File: config.mk
export PLATFORM = sky130hd
export DESIGN_NAME = triangle_setup
export DESIGN_NICKNAME = d
export VERILOG_FILES = /design/src/rtl/triangle_setup_pkg.sv /design/src/rtl/triangle_setup_edge_coeff.sv /design/src/rtl/triangle_setup.sv
export SDC_FILE = /design/constraint.sdc
export NUM_CORES = 2
export LEC_CHECK = 0
export CORE_UTILIZATION = 30
export DETAILED_ROUTE_END_ITERATION = 16
export DONT_BUFFER_PORTS = 1
export PLACE_DENSITY = 0.5
export SYNTH_ARGS = -nofsm -noshare
export SYNTH_HDL_FRONTEND = slang
export SYNTH_SLANG_ARGS = --single-unit
File: constraint.sdc
create_clock -name clock -period 6.7 [get_ports clock]
set_input_delay 0.335 -clock clock [delete_from_list [all_inputs] [get_ports clock]]
set_output_delay 0.335 -clock clock [all_outputs]
set_load 0.01 [all_outputs]
File: src/rtl/triangle_setup_pkg.sv
// Shared types for the object buffer / triangle setup / rasterizer path.
// Object, setup-record and edge layouts plus small arithmetic helpers.
package triangle_setup_pkg;

   localparam int COORD_W   = 11;
   localparam int COLOR_W   = 24;
   localparam int DEPTH_W   = 16;
   localparam int EDGE_AB_W = COORD_W + 1;
   localparam int EDGE_C_W  = 2 * COORD_W + 1;
   localparam int AREA_W    = 2 * COORD_W + 2;

   typedef logic [COORD_W-1:0] coord_t;
   typedef logic [COLOR_W-1:0] color_t;

   typedef struct packed {
      coord_t x;
      coord_t y;
   } point_t;

   typedef struct packed {
      point_t               a;
      point_t               b;
      point_t               c;
      color_t               color;
      logic [DEPTH_W-1:0]   depth;
   } object_t;

   typedef struct packed {
      logic signed [EDGE_AB_W-1:0] a;
      logic signed [EDGE_AB_W-1:0] b;
      logic signed [EDGE_C_W-1:0]  c;
   } edge_t;

   typedef struct packed {
      coord_t min_x;
      coord_t min_y;
      coord_t max_x;
      coord_t max_y;
   } bbox_t;

   typedef struct packed {
      bbox_t                    bbox;
      edge_t [2:0]              edges;
      logic signed [AREA_W-1:0] area2;
      color_t                   color;
      logic [DEPTH_W-1:0]       depth;
   } setup_t;

   typedef enum logic [2:0] {
      ST_IDLE   = 3'd0,
      ST_FETCH  = 3'd1,
      ST_EDGE   = 3'd2,
      ST_PROD   = 3'd3,
      ST_DECIDE = 3'd4,
      ST_EMIT   = 3'd5,
      ST_DONE   = 3'd6
   } state_t;

   function automatic logic signed [EDGE_AB_W-1:0] sdiff(input coord_t p, input coord_t q);
      return $signed({1'b0, p}) - $signed({1'b0, q});
   endfunction

   function automatic coord_t min3(input coord_t p, input coord_t q, input coord_t r);
      coord_t m;
      m = (p < q) ? p : q;
      return (m < r) ? m : r;
   endfunction

   function automatic coord_t max3(input coord_t p, input coord_t q, input coord_t r);
      coord_t m;
      m = (p > q) ? p : q;
      return (m > r) ? m : r;
   endfunction

   function automatic edge_t edge_neg(input edge_t e);
      edge_t n;
      n.a = -e.a;
      n.b = -e.b;
      n.c = -e.c;
      return n;
   endfunction

endpackage

File: src/rtl/triangle_setup_edge_coeff.sv
// Edge-function coefficients A, B, C for the directed edge p_j -> p_k.
module edge_coeff
   import triangle_setup_pkg::*;
(
   input  point_t p_j,
   input  point_t p_k,
   output edge_t  coef
);

   logic [2*COORD_W-1:0] prod_jk;
   logic [2*COORD_W-1:0] prod_kj;

   always_comb begin
      prod_jk = {{COORD_W{1'b0}}, p_j.x} * {{COORD_W{1'b0}}, p_k.y};
      prod_kj = {{COORD_W{1'b0}}, p_k.x} * {{COORD_W{1'b0}}, p_j.y};
      coef.a  = sdiff(p_j.y, p_k.y);
      coef.b  = sdiff(p_k.x, p_j.x);
      coef.c  = $signed({1'b0, prod_jk}) - $signed({1'b0, prod_kj});
   end

endmodule

File: src/rtl/triangle_setup.sv
// Triangle setup: pops objects, builds bbox/edge/area records, culls, hands off.
// Define TRIANGLE_SETUP_BACKFACE_CULL_EN to cull negative-area triangles instead of flipping them.
module triangle_setup
   import triangle_setup_pkg::*;
#(
   parameter int SCREEN_W = 640,
   parameter int SCREEN_H = 480,
   parameter int COUNT_W  = 8
) (
   input  logic               clock,
   input  logic               reset,
   input  logic               frame_start,
   input  object_t            obj_data,
   input  logic               obj_read_end,
   output logic               obj_read,
   output setup_t             setup_out,
   output logic               setup_valid,
   input  logic               setup_ready,
   output logic               frame_done,
   output logic               busy,
   output logic               overrun,
   output logic [COUNT_W-1:0] emitted_count,
   output logic [COUNT_W-1:0] culled_count
);

   // state  | meaning
   // IDLE   | waiting for frame_start
   // FETCH  | pop next object, or finish frame when list is exhausted
   // EDGE   | register A/B, vertex deltas, raw bbox
   // PROD   | register C, area2, clipped bbox
   // DECIDE | cull or load setup record
   // EMIT   | hold record until rasterizer accepts it
   // DONE   | one-cycle frame_done

   localparam coord_t X_LIM = coord_t'(SCREEN_W);
   localparam coord_t Y_LIM = coord_t'(SCREEN_H);
   localparam coord_t X_MAX = coord_t'(SCREEN_W - 1);
   localparam coord_t Y_MAX = coord_t'(SCREEN_H - 1);
   localparam logic [COUNT_W-1:0] CNT_MAX = '1;

   state_t                      state_q, state_d;
   object_t                     obj_q, obj_d;
   edge_t [2:0]                 edge_q, edge_d;
   edge_t                       coef0_w, coef1_w, coef2_w;
   logic signed [EDGE_AB_W-1:0] dx1_q, dx1_d, dy1_q, dy1_d;
   logic signed [EDGE_AB_W-1:0] dx2_q, dx2_d, dy2_q, dy2_d;
   logic signed [AREA_W-1:0]    area2_q, area2_d;
   bbox_t                       raw_q, raw_d, clip_q, clip_d;
   setup_t                      setup_q, setup_d, rec_w;
   logic                        valid_q, valid_d;
   logic                        done_q, done_d;
   logic                        overrun_q, overrun_d;
   logic [COUNT_W-1:0]          emitted_q, emitted_d, culled_q, culled_d;
   logic                        cull_w;

   edge_coeff u_edge_ab (.p_j(obj_q.a), .p_k(obj_q.b), .coef(coef0_w));
   edge_coeff u_edge_bc (.p_j(obj_q.b), .p_k(obj_q.c), .coef(coef1_w));
   edge_coeff u_edge_ca (.p_j(obj_q.c), .p_k(obj_q.a), .coef(coef2_w));

   always_comb begin
      rec_w       = '0;
      rec_w.bbox  = clip_q;
      rec_w.edges = edge_q;
      rec_w.area2 = area2_q;
      rec_w.color = obj_q.color;
      rec_w.depth = obj_q.depth;
      cull_w = (area2_q == '0) || (raw_q.min_x >= X_LIM) || (raw_q.min_y >= Y_LIM);
`ifdef TRIANGLE_SETUP_BACKFACE_CULL_EN
      if (area2_q[AREA_W-1]) cull_w = 1'b1;
`else
      // Swapping b and c reverses every edge: a->c = -(c->a), c->b = -(b->c), b->a = -(a->b)
      if (area2_q[AREA_W-1]) begin
         rec_w.edges[0] = edge_neg(edge_q[2]);
         rec_w.edges[1] = edge_neg(edge_q[1]);
         rec_w.edges[2] = edge_neg(edge_q[0]);
         rec_w.area2    = -area2_q;
      end
`endif
   end

   always_comb begin
      state_d   = state_q;
      obj_d     = obj_q;
      edge_d    = edge_q;
      dx1_d     = dx1_q;
      dy1_d     = dy1_q;
      dx2_d     = dx2_q;
      dy2_d     = dy2_q;
      area2_d   = area2_q;
      raw_d     = raw_q;
      clip_d    = clip_q;
      setup_d   = setup_q;
      valid_d   = valid_q;
      done_d    = 1'b0;
      overrun_d = overrun_q;
      emitted_d = emitted_q;
      culled_d  = culled_q;

      case (state_q)
         ST_IDLE: begin
            if (frame_start) begin
               emitted_d = '0;
               culled_d  = '0;
               state_d   = ST_FETCH;
            end
         end
         ST_FETCH: begin
            if (obj_read_end) begin
               done_d  = 1'b1;
               state_d = ST_DONE;
            end else begin
               obj_d   = obj_data;
               state_d = ST_EDGE;
            end
         end
         ST_EDGE: begin
            edge_d[0].a  = coef0_w.a;
            edge_d[0].b  = coef0_w.b;
            edge_d[1].a  = coef1_w.a;
            edge_d[1].b  = coef1_w.b;
            edge_d[2].a  = coef2_w.a;
            edge_d[2].b  = coef2_w.b;
            dx1_d        = sdiff(obj_q.b.x, obj_q.a.x);
            dy1_d        = sdiff(obj_q.b.y, obj_q.a.y);
            dx2_d        = sdiff(obj_q.c.x, obj_q.a.x);
            dy2_d        = sdiff(obj_q.c.y, obj_q.a.y);
            raw_d.min_x  = min3(obj_q.a.x, obj_q.b.x, obj_q.c.x);
            raw_d.min_y  = min3(obj_q.a.y, obj_q.b.y, obj_q.c.y);
            raw_d.max_x  = max3(obj_q.a.x, obj_q.b.x, obj_q.c.x);
            raw_d.max_y  = max3(obj_q.a.y, obj_q.b.y, obj_q.c.y);
            state_d      = ST_PROD;
         end
         ST_PROD: begin
            edge_d[0].c  = coef0_w.c;
            edge_d[1].c  = coef1_w.c;
            edge_d[2].c  = coef2_w.c;
            area2_d      = AREA_W'(dx1_q) * AREA_W'(dy2_q) - AREA_W'(dx2_q) * AREA_W'(dy1_q);
            clip_d.min_x = (raw_q.min_x > X_MAX) ? X_MAX : raw_q.min_x;
            clip_d.min_y = (raw_q.min_y > Y_MAX) ? Y_MAX : raw_q.min_y;
            clip_d.max_x = (raw_q.max_x > X_MAX) ? X_MAX : raw_q.max_x;
            clip_d.max_y = (raw_q.max_y > Y_MAX) ? Y_MAX : raw_q.max_y;
            state_d      = ST_DECIDE;
         end
         ST_DECIDE: begin
            if (cull_w) begin
               culled_d = (culled_q == CNT_MAX) ? culled_q : culled_q + 1'b1;
               state_d  = ST_FETCH;
            end else begin
               setup_d  = rec_w;
               valid_d  = 1'b1;
               state_d  = ST_EMIT;
            end
         end
         ST_EMIT: begin
            if (setup_ready) begin
               emitted_d = (emitted_q == CNT_MAX) ? emitted_q : emitted_q + 1'b1;
               valid_d   = 1'b0;
               state_d   = ST_FETCH;
            end
         end
         ST_DONE: begin
            state_d = ST_IDLE;
         end
         default: begin
            state_d = ST_IDLE;
         end
      endcase

      // A new frame pre-empts whatever is in flight; only DONE is a legal handover point
      if (frame_start && (state_q != ST_IDLE)) begin
         if (state_q != ST_DONE) overrun_d = 1'b1;
         valid_d   = 1'b0;
         done_d    = 1'b0;
         emitted_d = '0;
         culled_d  = '0;
         state_d   = ST_FETCH;
      end
   end

   always_ff @(posedge clock) begin
      if (reset) begin
         state_q   <= ST_IDLE;
         obj_q     <= '0;
         edge_q    <= '0;
         dx1_q     <= '0;
         dy1_q     <= '0;
         dx2_q     <= '0;
         dy2_q     <= '0;
         area2_q   <= '0;
         raw_q     <= '0;
         clip_q    <= '0;
         setup_q   <= '0;
         valid_q   <= 1'b0;
         done_q    <= 1'b0;
         overrun_q <= 1'b0;
         emitted_q <= '0;
         culled_q  <= '0;
      end else begin
         state_q   <= state_d;
         obj_q     <= obj_d;
         edge_q    <= edge_d;
         dx1_q     <= dx1_d;
         dy1_q     <= dy1_d;
         dx2_q     <= dx2_d;
         dy2_q     <= dy2_d;
         area2_q   <= area2_d;
         raw_q     <= raw_d;
         clip_q    <= clip_d;
         setup_q   <= setup_d;
         valid_q   <= valid_d;
         done_q    <= done_d;
         overrun_q <= overrun_d;
         emitted_q <= emitted_d;
         culled_q  <= culled_d;
      end
   end

   // The pop must coincide with the cycle the slot is latched, so it cannot be registered
   assign obj_read      = (state_q == ST_FETCH) && !obj_read_end && !frame_start && !reset;
   assign setup_out     = setup_q;
   assign setup_valid   = valid_q;
   assign frame_done    = done_q;
   assign busy          = (state_q != ST_IDLE);
   assign overrun       = overrun_q;
   assign emitted_count = emitted_q;
   assign culled_count  = culled_q;

endmodule

==> impl_summary.txt <==
----------------------------------------------------
[Die]
  Area of the core ... 222000 µm²
  Die outline width ... about 470 µm
  Placement Rows ... roughly 170
  Initial Util ... between 30% and 40%
  Die area ... ~230000 µm²
  Die outline height ... about 470 µm
  Ports placed on the boundary ... between 300 and 400

[Yosys]
  Synth area leaders ... fa_1 (28%), dfxtp_1 (19%), ha_1 (11%), inv_1 (6.6%), nand2_1 (6.3%)
  Synth Area per Inst ... roughly 8.5 µm²
  Number of warnings printed during yosys synthesis ... 0
  Number of enable flip-flop cells after synthesis ... 0
  Cell type with the highest aggregate area in the netlist ... fa_1
  Netlist area before placement ... roughly 67000 µm²
  Post-synthesis instance total ... between 7000 and 8000
  Share of Yosys cell area claimed by the top area cell type ... roughly 28%
  Number of flip-flops and latches in the synthesized netlist ... ~650
  Main flop type after synthesis ... dfxtp_1
  Total nets after synthesis ... approximately 9500
  Sequential share of the synthesized area ... slightly below 20%
  Share of async-settable or async-resettable flops after synthesis ... 0%
  Number of different library cells in the post-synthesis netlist ... 67

[Timing]
  Count of endpoints failing setup in the final report ... 0
  Crit share post-route ... between 90% and 100%
  Worst-Margin Slew ... 1.17 ns
  Number of max-slew violations in the final report ... 0
  Final Hold Fails ... 0
  Worst slew margin ... a little over a fifth
  Final critical-path required period ... ~6.5 ns
  Worst clock skew ... slightly below 0.08 ns
  Highest clock rate ... roughly 150 MHz

[Drt]
  Count of TritonRoute iterations in the first routing pass ... 7
  Routed wire per std cell ... 25.6 µm
  # DRC ... 0
  Overall via count from detail_route ... roughly 57000
  Initial DRC Count ... 4406
  Post-detailed-route count of antenna-violating nets ... 0
  Final routed wirelength across all metal layers ... 287000 µm
  Vias per Instance ... roughly 5.1

[CTS]
  Deepest level of the CTS H-tree ... 3
  CTS buffer count ... 81
  CTS clock-pin slew for the worst setup and hold paths ... 0.06 ns
  Clock tree buffer depth ... 3
  Clock latency reported for the late side of the worst-skew pair ... slightly below 0.8 ns
  Clk sink count ... 652
  Clock root buffer ... clkbuf_16
  TritonCTS clock tree ... built

[Placement]
  Port bufs ... 0
  Final Wtd Congestion ... about 0.98
  HPWL after DPL ... between 200000 and 250000 µm
  Inst Count DP ... around 11000

[Setup path]
  Sort of element at the start of the critical path ... flop
  Signal arrival time at the worst endpoint ... around 7.2 ns
  Crit. End Element ... flop
  Worst r2r dst ... edge_q[104]$_SDFFE_PP0P_
  WS Path Type ... reg -> reg
  R2r startpoint ... obj_q[53]$_SDFFE_PP0P_
  Setup slack on the worst flop-to-flop path ... 0.19 ns
  Required time of the critical path ... 7.41 ns
  Count of cells along the worst register-to-register path ... 23
  Largest driver fanout on the critical path ... 4

[Global routing]
  Global router's overall resource usage ... 25.3%
  First-pass GRT wire length ... roughly 410000 µm
  Gr ovfl total ... 0
  Number of global-route vias before repair ... 58300
  Number of antenna violations at the first check in global routing ... 18
  Pin count of the biggest net entering global routing ... approximately 400

[Finish]
  Final cell utilization of the core ... about a third
  Multi-input logic area ... between 40000 and 50000 µm²
  Layout Area Growth over Synthesis ... 16.5%
  NumNets Final ... 9772
  Fill cell total of the finished layout ... between 20000 and 25000
  Footprint of the flip-flops and latches ... ~13000 µm²
  Layout Cells excl Fill ... 11200
  Fraction of final layout cells sized beyond drive strength 1 ... roughly 8.6%

[Power]
  Proportion of power drawn by the clock network ... 34.3%
  Switching power as a share of total power ... 37.2%
  Portion of total power attributed to sequential cells ... between 20% and 30%
  Cell internal pwr ... around 9100 µW
  Share of power burned in combinational logic ... 37.1%
  Static Leakage ... around 0.033 µW
  PwrDens ... 186 nW/µm²
  Peak VDD IR ... about 0.00020 V
  Net load switching power ... between 5000 and 6000 µW

[Flow run]
  Max capacitance violation total ... 0

[Run status]
  Result of the run ... completed

[Worst hold path]
  End of the worst hold path ... setup_out[136]$_SDFFE_PP0P_
  Path class of the lowest-slack min-delay path ... in -> reg
  Origin of the worst min-delay path ... reset
  Worst hold path stage count ... 2

----------------------------------------------------
## routing by layer
metal,part of all wire [%],wire length [µm],GRT usage [%]
met5,0.024,68,0
met4,5.7,16400,11.8
met3,6.9,19900,4.39
met2,45,130000,40.6
met1,42,121000,33.1
## worst max-delay path: stages (launching register included)
cell and delay (ns):
dfxtp_1 0.42, clkinvlp_4 0.23, nor2_2 0.24, fa_1 0.53, fa_1 0.47, ha_1 0.29
ha_1 0.32, fa_1 0.55, inv_1 0.07, fa_1 0.47, inv_1 0.05, fa_1 0.48
ha_1 0.29, a21oi_1 0.17, buf_4 0.16, nor2_1 0.08, buf_4 0.14, o31a_1 0.25
o21a_1 0.17, nor2_1 0.11, xnor2_1 0.15, nand2_1 0.08, a21oi_1 0.16, dlygate4sd3_1 0.56
## how the worst max path moves through the flow
stage	startpoint	to	slack [ns]	cells after the start
2_1_floorplan	edge_q[35]$_SDFFE_PP0N_	area2_q[22]$_SDFFE_PP0P_	0.1	23
3_5_place_dp	obj_q[51]$_SDFFE_PP0P_	edge_q[116]$_SDFFE_PP0P_	-0.26	20
5_1_grt	obj_q[75]$_SDFFE_PP0P_	edge_q[69]$_SDFFE_PP0P_	-0.04	24
3_3_place_gp	obj_q[51]$_SDFFE_PP0P_	edge_q[116]$_SDFFE_PP0P_	-0.21	20
6_report	obj_q[53]$_SDFFE_PP0P_	edge_q[104]$_SDFFE_PP0P_	0.19	23
4_1_cts	obj_q[42]$_SDFFE_PP0P_	edge_q[116]$_SDFFE_PP0P_	0.0001	20
## synthesized netlist by cell type, drive strengths merged (39+ instances only)
library cell / number
inv: 1180
nand2: 1120
fa: 932
nor2: 759
dfxtp: 652
ha: 570
a21oi: 423
clkbuf: 391
o21ai: 188
and2: 186
a211oi: 181
nor3: 133
mux2i: 131
xnor2: 124
xor2: 109
nand3: 107
buf: 66
a21o: 56
nor2b: 56
o21a: 47
or3: 40
nand2b: 39
## layout make-up
type,count,area share [%]
Sequential cell,652,16.8
Clock inverter,39,0.778
Antenna cell,4,0.0128
Tap cell,2975,4.77
Multi-Input combinational cell,5604,61.4
Clock buffer,110,3.03
Inverter,1198,5.80
Timing Repair Buffer,622,7.45
## cell usage in the layout (no fill, tap or decap), drive strengths merged, types with 188 or more instances in the layout
cell / instances
buf: 429
nand2: 1120
dfxtp: 652
a21oi: 423
dlygate4sd3: 192
inv: 1182
fa: 932
nor2: 759
ha: 570
o21ai: 188
## power groups by stage
stage / registers, µW / logic [µW] / clock network [µW]
after detailed placement: 4220 / 5100 / 0
final: 4140 / 5380 / 4980
after global placement: 4220 / 5080 / 0
after global routing: 4150 / 5870 / 5230
after floorplan: 4140 / 3300 / 0
after CTS: 4140 / 5250 / 5090
## flip-flops by register name, indices dropped and copies added (netlist names), 12 cells and up
signal,cells
setup_out,249
edge_q,117
obj_q,106
clip_q,44
raw_q,44
area2_q,24
dx1_q,12
dy2_q,12
## timing repair
action | 4_1_cts | 5_1_grt
hold buffers | 194 | 0
endpoints found under the hold margin | 519 | 0
gates resized for setup | 4 | 123
buffers inserted | 2 | 22
endpoints found under the setup margin | 8 | 32
cloned | 0 | 1
pin swaps | 0 | 11
## stage by stage
stage                     worst slack [ns]  cell area [µm²]  hold slack, ns  total power (µW)  TNS (ns)
after floorplan                     0.0992            67100           0.422              7440         0
after global placement              -0.212            72500           0.434              9300    -0.519
after detailed placement            -0.258            72500           0.439              9330    -0.667
after CTS                         0.000112            77500          0.0215             14500         0
after global routing               -0.0356            78100          0.0187             15200   -0.0434
final                                0.193            78100          0.0246             14500         0
## kinds of logic after synthesis
logic type      share of synthesized area [%]
simple gates                             17.1
buf+inv                                  9.30
fa+ha+maj                                38.5
compound gates                           10.7
flops                                    19.5
xor+xnor                                 3.08
mux                                      1.96
No activity file was read; power rests on OpenSTA's default activity.
